<file path="config.mk">
export PLATFORM = sky130hd
export DESIGN_NAME = bus_ctrl
export DESIGN_NICKNAME = d
export VERILOG_FILES = /design/src/rtl/d16_bus_pkg.sv /design/src/rtl/bus_rr_arbiter.sv /design/src/rtl/bus_ctrl.sv
export SDC_FILE = /design/constraint.sdc
export NUM_CORES = 1
export LEC_CHECK = 0
export CELL_PAD_IN_SITES_DETAIL_PLACEMENT = 1
export CELL_PAD_IN_SITES_GLOBAL_PLACEMENT = 1
export CORE_MARGIN = 5
export CORE_UTILIZATION = 28
export DETAILED_ROUTE_END_ITERATION = 8
export PLACE_DENSITY = 0.88
export REMOVE_ABC_BUFFERS = 1
export SYNTH_ARGS = -nofsm -noshare
export SYNTH_HDL_FRONTEND = slang
export SYNTH_SLANG_ARGS = --single-unit
</file>
<file path="constraint.sdc">
create_clock -name i_clk -period 2.1 [get_ports i_clk]
set_clock_uncertainty 0.05 [all_clocks]
set_input_delay 0.42 -clock i_clk [delete_from_list [all_inputs] [get_ports i_clk]]
set_output_delay 0.42 -clock i_clk [all_outputs]
set_load 0.05 [all_outputs]
</file>
<file path="src/rtl/d16_bus_pkg.sv">
// ---------------------------------------------------------------------------
// d16_bus_pkg
//   Shared definitions for the d16 SoC bus: transfer FSM states, decode
//   targets and the default address map. Software headers mirror the address
//   map constants below.
// ---------------------------------------------------------------------------
package d16_bus_pkg;

  typedef enum logic [1:0] {
    ST_IDLE  = 2'd0,
    ST_ISSUE = 2'd1,
    ST_WAIT  = 2'd2,
    ST_ACK   = 2'd3
  } bus_state_e;

  typedef enum logic [1:0] {
    TGT_MEM  = 2'd0,
    TGT_UART = 2'd1,
    TGT_NONE = 2'd2
  } bus_target_e;

  // Default address map: blkmem at 0 .. 2**MEM_AW-1, uart registers at
  // UART_BASE .. UART_BASE + 2**UART_AW - 1, everything else unmapped.
  localparam int          D16_MEM_AW    = 12;
  localparam logic [15:0] D16_UART_BASE = 16'hFF00;
  localparam int          D16_UART_AW   = 2;

endpackage

</file>
<file path="src/rtl/bus_rr_arbiter.sv">
// ---------------------------------------------------------------------------
// bus_rr_arbiter
//   Two-requester round-robin arbiter. On a tie the requester that was not
//   granted last wins. last_grant only moves when arb_en is high and someone
//   is requesting, so between arbitration points it names the current owner.
//
// Ports:
//   clk         clock
//   reset       synchronous, active-high reset (last_grant -> requester 1)
//   req[1:0]    request per requester
//   arb_en      arbitration point; commits grant into last_grant
//   grant[1:0]  one-hot combinational grant for the current req
//   last_grant  one-hot registered owner of the most recent grant
// ---------------------------------------------------------------------------
module bus_rr_arbiter (
  input  logic       clk,
  input  logic       reset,
  input  logic [1:0] req,
  input  logic       arb_en,
  output logic [1:0] grant,
  output logic [1:0] last_grant
);

  // NOTE: every combinational output gets a default first so no path through
  // the case can leave it unassigned and infer a latch.
  always_comb begin
    grant = 2'b00;
    case (req)
      2'b01:   grant = 2'b01;
      2'b10:   grant = 2'b10;
      2'b11:   grant = last_grant[0] ? 2'b10 : 2'b01;
      default: grant = 2'b00;
    endcase
  end

  // NOTE: sequential state is updated with non-blocking assignments so every
  // flop samples pre-edge values regardless of block evaluation order.
  always_ff @(posedge clk) begin
    if (reset) begin
      // Requester 1 counts as last granted, so requester 0 wins the first tie.
      last_grant <= 2'b10;
    end else if (arb_en && (|req)) begin
      last_grant <= grant;
    end
  end

endmodule

</file>
<file path="src/rtl/bus_ctrl.sv">
// ---------------------------------------------------------------------------
// bus_ctrl
//   Two-master, two-slave bus controller for the d16 SoC. m0 (CPU) and m1
//   (loader/debug) are arbitrated round-robin; the winner's request is latched
//   and decoded to blkmem, uart or unmapped. The slaves have no handshake, so
//   this block owns all timing:
//     IDLE  -> arbitrate, latch addr/we/dat, decode
//     ISSUE -> one-cycle strobe to the decoded slave (none if unmapped)
//     WAIT  -> capture slave read data (0 for writes and unmapped)
//     ACK   -> one-cycle ack (or err if unmapped) to the owner
//   A request seen in IDLE at cycle 0 is strobed at cycle 1 and acked at 3.
//   If the owner drops cyc during ISSUE/WAIT the access still completes but
//   the ack/err pulse and the read-data update are suppressed.
//
// Ports:
//   i_clk, i_reset                 clock, synchronous active-high reset
//   i_mX_cyc/we/addr/dat           master X request (held until ack/err)
//   o_mX_dat/ack/err               master X read data, done and error pulses
//   o_mem_cyc, o_uart_cyc          one-cycle slave strobes
//   o_s_addr, o_s_we, o_s_dat      latched request driven to the slaves
//   i_mem_dat, i_uart_dat          slave read data, valid one cycle after strobe
//   o_grant                        one-hot current owner, 0 when idle (debug)
// ---------------------------------------------------------------------------
module bus_ctrl
  import d16_bus_pkg::*;
#(
  parameter int             DW        = 16,
  parameter int             AW        = 16,
  parameter int             MEM_AW    = D16_MEM_AW,
  parameter logic [AW-1:0]  UART_BASE = AW'(D16_UART_BASE),
  parameter int             UART_AW   = D16_UART_AW
) (
  input  logic          i_clk,
  input  logic          i_reset,
  input  logic          i_m0_cyc,
  input  logic          i_m0_we,
  input  logic [AW-1:0] i_m0_addr,
  input  logic [DW-1:0] i_m0_dat,
  output logic [DW-1:0] o_m0_dat,
  output logic          o_m0_ack,
  output logic          o_m0_err,
  input  logic          i_m1_cyc,
  input  logic          i_m1_we,
  input  logic [AW-1:0] i_m1_addr,
  input  logic [DW-1:0] i_m1_dat,
  output logic [DW-1:0] o_m1_dat,
  output logic          o_m1_ack,
  output logic          o_m1_err,
  output logic          o_mem_cyc,
  output logic          o_uart_cyc,
  output logic [AW-1:0] o_s_addr,
  output logic          o_s_we,
  output logic [DW-1:0] o_s_dat,
  input  logic [DW-1:0] i_mem_dat,
  input  logic [DW-1:0] i_uart_dat,
  output logic [1:0]    o_grant
);

  // Address map bounds, one bit wider than the address so the end of a
  // region that touches the top of the address space still compares.
  localparam logic [AW:0] MEM_END  = (AW+1)'(1) << MEM_AW;
  localparam logic [AW:0] UART_LO  = {1'b0, UART_BASE};
  localparam logic [AW:0] UART_HI  = UART_LO + ((AW+1)'(1) << UART_AW);

  bus_state_e    state, state_next;
  bus_target_e   target, sel_target;
  logic          aborted;

  logic [1:0]    req;
  logic [1:0]    arb_grant;
  logic [1:0]    owner;
  logic          owner_cyc;
  logic          drop;

  logic [AW-1:0] sel_addr;
  logic          sel_we;
  logic [DW-1:0] sel_dat;
  logic [DW-1:0] rd_data;

  assign req = {i_m1_cyc, i_m0_cyc};

  // Outside IDLE the arbiter's registered last grant is the transfer owner.
  bus_rr_arbiter u_arb (
    .clk        (i_clk),
    .reset      (i_reset),
    .req        (req),
    .arb_en     (state == ST_IDLE),
    .grant      (arb_grant),
    .last_grant (owner)
  );

  // Request of the master being granted this cycle, and its decode.
  always_comb begin
    sel_addr   = arb_grant[1] ? i_m1_addr : i_m0_addr;
    sel_we     = arb_grant[1] ? i_m1_we   : i_m0_we;
    sel_dat    = arb_grant[1] ? i_m1_dat  : i_m0_dat;
    sel_target = TGT_NONE;
    if ({1'b0, sel_addr} < MEM_END) begin
      sel_target = TGT_MEM;
    end else if (({1'b0, sel_addr} >= UART_LO) && ({1'b0, sel_addr} < UART_HI)) begin
      sel_target = TGT_UART;
    end
  end

  // The owner abandoning its request mid-transfer cancels only the response.
  assign owner_cyc = |(owner & req);
  assign drop      = ((state == ST_ISSUE) || (state == ST_WAIT)) && !owner_cyc;

  always_comb begin
    rd_data = '0;
    if (!o_s_we) begin
      case (target)
        TGT_MEM:  rd_data = i_mem_dat;
        TGT_UART: rd_data = i_uart_dat;
        default:  rd_data = '0;
      endcase
    end
  end

  always_ff @(posedge i_clk) begin
    if (i_reset) state <= ST_IDLE;
    else         state <= state_next;
  end

  always_comb begin
    state_next = state;
    o_mem_cyc  = 1'b0;
    o_uart_cyc = 1'b0;
    o_m0_ack   = 1'b0;
    o_m1_ack   = 1'b0;
    o_m0_err   = 1'b0;
    o_m1_err   = 1'b0;
    o_grant    = 2'b00;
    case (state)
      ST_IDLE: begin
        if (|req) state_next = ST_ISSUE;
      end
      ST_ISSUE: begin
        state_next = ST_WAIT;
        o_grant    = owner;
        o_mem_cyc  = (target == TGT_MEM);
        o_uart_cyc = (target == TGT_UART);
      end
      ST_WAIT: begin
        state_next = ST_ACK;
        o_grant    = owner;
      end
      ST_ACK: begin
        state_next = ST_IDLE;
        o_grant    = owner;
        if (!aborted) begin
          if (target == TGT_NONE) begin
            o_m0_err = owner[0];
            o_m1_err = owner[1];
          end else begin
            o_m0_ack = owner[0];
            o_m1_ack = owner[1];
          end
        end
      end
      default: state_next = ST_IDLE;
    endcase
  end

  // Datapath registers. o_mX_dat is loaded at the end of WAIT so it is valid
  // alongside the ack and then held until that master's next completion.
  // NOTE: the datapath registers are reset as well as the FSM because they
  // drive ports that must read 0 out of reset.
  always_ff @(posedge i_clk) begin
    if (i_reset) begin
      o_s_addr <= '0;
      o_s_we   <= 1'b0;
      o_s_dat  <= '0;
      target   <= TGT_NONE;
      aborted  <= 1'b0;
      o_m0_dat <= '0;
      o_m1_dat <= '0;
    end else begin
      if ((state == ST_IDLE) && (|req)) begin
        o_s_addr <= sel_addr;
        o_s_we   <= sel_we;
        o_s_dat  <= sel_dat;
        target   <= sel_target;
        aborted  <= 1'b0;
      end
      if (drop) aborted <= 1'b1;
      if ((state == ST_WAIT) && !aborted && owner_cyc) begin
        if (owner[0]) o_m0_dat <= rd_data;
        else          o_m1_dat <= rd_data;
      end
    end
  end

endmodule

</file>
== Yosys cells after proc, flatten, opt, wreduce, memory -nomap -nowiden ==
Index checks and enable logic that the tools add are counted.

* Order comparisons: 3
* Equal/unequal tests: 9
* Multiplexer cells: 28
* Bitwise gates (word level): 2
* Reduce and logical (&&, ||, !) cells: 16

{| class="wikitable"
|+ Operator list
! cell !! count
|-
| 2-to-1 mux 16 bit || 3
|-
| case mux 16 bit (2 select lines) || 1
|-
| 2-to-1 mux 1 bit || 17
|-
| greater-or-equal comparator 16 bit, second input constant || 1
|-
| < comparator 16 x 13 -> 1 bit, second input constant || 1
|-
| < comparator 16 bit, second input constant || 1
|-
| == test 2 bit, second input constant || 5
|-
| 2-to-1 mux 2 bit || 5
|-
| case mux 2 bit (4 select lines) || 1
|-
| == test 2 x 1 -> 1 bit, second input constant || 3
|-
| case mux 2 bit (3 select lines) || 1
|-
| logical AND 1 bit || 5
|-
| zero test 2 bit || 2
|-
| AND reduction 2 bit || 2
|-
| OR reduction 2 bit || 2
|-
| OR reduction 3 bit || 1
|-
| AND 2 bit || 1
|-
| zero test 1 bit || 2
|-
| != test 2 bit, second input constant || 1
|-
| nonzero test 2 bit || 1
|-
| logical OR 1 bit || 1
|-
| NOT 1 bit || 1
|}

* Bits in registers: 72
* Input port bits: 102
* Output and inout port bits: 73
* Word-level logic and storage cells: 67

== Logic depth before layout (Yosys ltp) ==
Gate-level depths: netlist (run 1).

* Depth in word-level cells: 7
* Mapped depth: 7
* Depth with buffers taken out: 6

== Cells and area by module ==
A second synthesis (run 1) with hierarchy kept.

* Cell total of the unflattened synthesis: 358
* Area total of the unflattened synthesis: 3384.5 µm²

{| class="wikitable"
|+ Modules (own cells, without submodules)
! module !! instances !! cells an instance !! area an instance (µm²) !! sequential area each (µm²)
|-
| bus_ctrl || 1 || 347 || 3278.1 || 1401.3
|-
| bus_rr_arbiter || 1 || 11 || 106.4 || 40.0
|}

== Worst setup path after synthesis (run 1) ==
Ideal clock, no wire load.

* Kind: flip-flop to output port
* Start: register target[0]
* End: output port o_mem_cyc
* Arrival time: 1744 ps
* Required time: 1630 ps
* Slack: -114 ps
* Cell stages (with the launch flop): 3
* Path buffers: 1
* Cells stage by stage: dfxtp_1 -> buf_1 -> nor3b_1

* Cells in the longest elaborated chain, start to end: 2

{| class="wikitable"
|+ RTL lines
! element !! line !! source
|-
| from (decl) || bus_ctrl.sv:66 || <nowiki>bus_target_e target, sel_target;</nowiki>
|-
| from (signal assigned) || bus_ctrl.sv:183 || <nowiki>target <= sel_target;</nowiki>
|-
| zero test 2 bit || bus_ctrl.sv:141 || <nowiki>o_mem_cyc = (target == TGT_MEM);</nowiki>
|-
| 2-to-1 mux 1 bit || bus_ctrl.sv:134 || <nowiki>case (state)</nowiki>
|-
| to (decl) || bus_ctrl.sv:49 || <nowiki>output logic o_mem_cyc,</nowiki>
|}

No other way between the ends.

== Worst setup path in the final report (run 1) ==
* Start: register state[1]
* End: output port o_m0_ack

* Cells in the longest elaborated chain, start to end: 2

{| class="wikitable"
|+ RTL lines
! element !! line !! source
|-
| from (decl) || bus_ctrl.sv:65 || <nowiki>bus_state_e state, state_next;</nowiki>
|-
| from (signal assigned) || bus_ctrl.sv:122 || <nowiki>else state <= state_next;</nowiki>
|-
| == test 2 bit || bus_ctrl.sv:134 ||
|-
| 2-to-1 mux 1 bit || bus_ctrl.sv:134 ||
|-
| to (decl) || bus_ctrl.sv:40 || <nowiki>output logic o_m0_ack,</nowiki>
|}

No other way between the ends.

==> metrics.csv, run 1 <==
metric,value,unit
DP HPWL,9560,um
Clk Tree Root Cell,clkbuf_16,
Area Growth Syn to Fin,71.2,%
Tmin final,1.98,ns
Setup-failing EPs final,0,
Cell Rows,39,
register area share after synthesis,43.2,%
clock sink total,72,
Total GRT Usage,17.1,%
vias in the first global route,3910,
fin nets,669,
setup repair after global routing missed its margin,false,
hold path cells,2,
Buffers on Ports,174,
met2 Use GR,30.5,%
Post-synth top cells,"89 x nor2_1, 73 x nand2_1, 72 x dfxtp_1",
"Avg Cell Area, Syn",8.48,um^2
total CTS buffers,9,
crit path kind,reg -> out,
synth warn,0,
die height,119,um
"FFs w/ async S/R, synth",0,%
Starting Density,28.8,%
Peak VDD IR,0.546,mV
wire per inst,17.2,um
"flops & latches, synth",72,
dpl ws,-0.144,ns
max-slew violations,0,
top-count cell post-synth,nor2_1,
met1 GRT Util,18.4,%
Vias,3489,
"EDFF count, synth",0,
initial antenna violation count,0,
Leakage,2.25,nW
crit path max fanout,4,
Fmax,505,MHz
Clock Path Buffers,2,
Vias/cell,4.91,
fin crit share,94.4,%
critical path data required time,1.63,ns
largest net degree at the start of global routing,38,
Critical Path End Type,output pin,
worst hold path class,in -> reg,
GR Layer Usage met3,6.87,%
diode count,0,
share of layout cells above drive strength 1,8.98,%
die area,0.0142,mm^2
synthesized area,0.00333,mm^2
outcome,"complete, no violations",
Relative slew margins,62.0,%
Yosys top cell area share,43.2,%
DR iter-0 viols,100,
final WL,12200,um
biggest area consumer among synthesized cells,dfxtp_1,
grt total ovfl,0,
Layout Cells excl Fill,711,
worst r2r path cells,6,
CP Launch Type,register,
final worst setup slack,0.118,ns
"Core Util, Final",49.4,%
antenna-violating nets left,0,
busiest grt layer,met2,
Power Density,1170,mW/mm^2
CTS tree,yes,
Clock transition at path regs,0.06,ns
DP Cell Count,695,
later-pin clock latency in the skew report,0.32,ns
count of cell types in the netlist,35,
Slew @ Worst Pin,0.564,ns
Post-CTS Setup Bufs,0,
Critical Path AT,1.51,ns
DR pass1 iterations,4,
max-cap violations,0,
Mapped Cells,393,
I/O pins,175,
post-route DRC violation count,0,
Synth area leaders,"dfxtp_1 43%, mux2i_1 15%, nor2_1 10%",
first-pass GRT wire length,19800,um
die width,119,um
H-tree depth,3,
worst hold slack,0.300,ns
"Primary FF master, synth",dfxtp_1,
core area,0.0116,mm^2
"Hold Violations, Final",0,
gpl congestion,0.787,
# hold bufs at CTS,0,
[worst max-delay path: stages, from the launching register on]
cell     delay [ns]
dfxtp_1        0.37
ha_1           0.16
nor2b_1        0.18
nand2_1        0.10
nor2_1         0.20
buf_12         0.17
[placed cells by master (no fill, tap or decap), types with 2 or more instances in the layout]
master           count
dfxtp_1             72
nand2b_1             2
nand3_1              2
buf_12              10
nor2b_1              4
or4_1                2
a311oi_1            35
inv_1                3
buf_4               17
mux2i_1             49
a221o_1              2
nor2_1              89
clkbuf_16            9
ha_1                 3
nor4_2               2
bufinv_16            4
nand4_1              2
nand2_1             73
a21oi_1              3
nand4bb_1            2
clkinv_2             2
clkdlybuf4s50_1    163
[metrics by stage]
| stage | instance area (um^2) | power [mW] | setup TNS (ns) |
|---|---|---|---|
| after floorplan | 3190 | 3.61 | -49.03 |
| after global placement | 5340 | 4.73 | -0.123 |
| after detailed placement | 5340 | 4.84 | -0.909 |
| after CTS | 5710 | 6.76 | 0 |
| after global routing | 5710 | 7.03 | 0 |
| final | 5710 | 6.66 | 0 |
[path summary, 6_finish.rpt]
kind                    from  slack, ns           to
setup / recovery    state[1]       0.12     o_m0_ack
hold / removal       i_reset       0.30  o_s_addr[4]
setup reg to reg    state[0]       0.29  o_s_dat[14]
hold reg to reg   o_s_dat[7]       0.45   o_s_dat[7]
[flip-flops by register name, summed over array words and instances, names as in the netlist]
| register | cells |
|---|---|
| aborted | 1 |
| o_m1_dat | 16 |
| o_s_dat | 16 |
| o_m0_dat | 16 |
| o_s_addr | 16 |
| u_arb.last_grant | 2 |
| state | 2 |
| o_s_we | 1 |
| target | 2 |
[layout make-up]
| cell class | count | area, um^2 |
|---|---|---|
| Sequential cell | 72 | 1440 |
| Tap cell | 143 | 179 |
| Clock inverter | 6 | 130 |
| Inverter | 3 | 11.3 |
| Multi-Input combinational cell | 286 | 1740 |
| Fill cell | 1310 | 5860 |
| Clock buffer | 10 | 239 |
| Timing Repair Buffer | 191 | 1960 |
[timing repair]
action                                 in CTS  in global routing
endpoints found under the hold margin       0                  0
setup endpoints to repair                   0                  3
resized for setup                           0                  1
[report_power, final]
group	internal (mW)	switching [mW]
sequential	1.65	0.175
clock	1.31	0.571
combinational	1.13	1.83
[layer usage]
layer / routed length [um] / vias to the layer above
li1: - / 1704
met1: 4890 / 1628
met2: 5840 / 142
met3: 1290 / 15
met4: 230 / 0
met5: 0 / -
[cell families after synthesis]
family | synth area share, %
AOI/OAI and AO/OA | 11.4
adders and majority gates | 1.50
buffers and inverters | 4.77
DFF | 43.2
muxes | 14.7
and+or+nand+nor | 24.4
Note: power is estimated with default switching activity, not from simulation.
==> run 2: changes to the inputs <==
Settings changed: PLACE_DENSITY 0.88 to 0.92.
==> metrics.csv, run 2 (synthesis results as in run 1) <==
metric,value,unit
Vias,3548,
Slew @ Worst Pin,0.697,ns
Power Density,1190,mW/mm^2
R2R Path Start,u_arb.last_grant[0],
# hold bufs at CTS,0,
worst hold slack,0.449,ns
Critical Path End Type,output pin,
Buffers on Ports,174,
"Hold Violations, Final",0,
Filler Cells Inserted,1290,
later-pin clock latency in the skew report,0.33,ns
gpl congestion,0.788,
max-cap violations,0,
wire per inst,17.6,um
DR pass1 iterations,4,
"commonest non-fill, non-tap cell in the layout",clkdlybuf4s50_1,
die area,0.0142,mm^2
post-route DRC violation count,0,
vias in the first global route,3995,
Tmin final,2.00,ns
Switch Pwr,2.62,mW
Setup-failing EPs final,0,
clock power share,28.6,%
antenna-violating nets left,0,
crit path max fanout,4,
diode count,0,
first-pass GRT wire length,20300,um
"Core Util, Final",50.1,%
internal power,4.27,mW
Clk Tree Root Cell,clkbuf_16,
Clock Path Buffers,2,
die width,119,um
fin nets,672,
Seq pwr share,26.5,%
Clock transition at path regs,0.06,ns
worst r2r path cells,5,
largest net degree at the start of global routing,36,
fin crit share,95.3,%
clock sink total,72,
CP Launch Type,register,
Tot Pwr,6.89,mW
switch share,38.0,%
Cell Rows,39,
Total GRT Usage,17.5,%
worst hold path class,reg -> reg,
DP HPWL,9780,um
setup TNS,0,ns
r2r setup slk,0.39,ns
die height,119,um
critical path data required time,1.63,ns
most frequent cells in the layout,"164 x clkdlybuf4s50_1, 88 x nor2_1, 73 x nand2_1",
Starting Density,28.8,%
max-slew violations,0,
reg-to-reg endpoint,o_s_addr[15],
DP Cell Count,698,
crit path kind,reg -> out,
H-tree depth,3,
outcome,"complete, no violations",
worst setup path endpoint,o_m0_ack,
Relative slew margins,53.5,%
initial antenna violation count,0,
Leakage,2.28,nW
Area Growth Syn to Fin,73.7,%
Vias/cell,4.97,
Critical Path AT,1.53,ns
Layout Cells excl Fill,714,
share of layout cells above drive strength 1,9.46,%
final WL,12600,um
crit path from,state[1],
setup repair after global routing missed its margin,false,
DR iter-0 viols,128,
CTS tree,yes,
grt total ovfl,0,
Peak VDD IR,0.658,mV
combinational share of power,44.9,%
total CTS buffers,9,
I/O pins,175,
Fmax,500,MHz
core area,0.0116,mm^2
HP Start,o_s_addr[0],
## run 2: critical path, stage by stage, from the launching register on
cell and delay, ns:
dfxtp_1 0.38, ha_1 0.17, nor2b_1 0.19, nand2_1 0.10
nor2_1 0.19, buf_12 0.17
## run 2: repair_timing
action,CTS,global route
setup endpoints to repair,0,3
gates resized for setup,0,3
setup buffers,0,0
## run 2: power groups by stage
| stage | combinational (mW) | clock [mW] | sequential [mW] |
|---|---|---|---|
| 2_1_floorplan | 0.973 | 0 | 2.63 |
| 3_3_place_gp | 2.99 | 0 | 1.83 |
| 3_5_place_dp | 3.09 | 0 | 1.86 |
| 4_1_cts | 3.11 | 2.01 | 1.83 |
| 5_1_grt | 3.29 | 2.08 | 1.86 |
| 6_report | 3.10 | 1.97 | 1.82 |
## run 2: routing by layer
metal  track usage [%]  part of all wire (%)
met5                 0                     0
met2              30.8                    49
met4              6.66                   1.7
met3              7.30                   9.9
met1              18.7                    39
## run 2: worst min path at each step
stage | to | depth (start not counted)
floorplan | state[1] | 2
global placement | o_m1_dat[8] | 2
detailed placement | o_m1_dat[15] | 2
CTS | o_s_dat[15] | 2
global route | o_s_addr[0] | 2
finish | o_s_addr[0] | 2
## run 2: area by class of cell
type | count | area [um^2] | share of cell area, %
Inverter | 3 | 11.3 | 0.194
Timing Repair Buffer | 194 | 2030 | 35.0
Tap cell | 143 | 179 | 3.09
Multi-Input combinational cell | 286 | 1750 | 30.2
Clock buffer | 10 | 229 | 3.95
Clock inverter | 6 | 155 | 2.68
Sequential cell | 72 | 1440 | 24.9
## run 2: metrics by stage
stage / instance area (um^2) / worst slack [ns]
after floorplan: 3190 / -1.54
after global placement: 5400 / -0.119
after detailed placement: 5400 / -0.185
after CTS: 5780 / 0.0408
after global routing: 5790 / 0.00424
final: 5790 / 0.0980
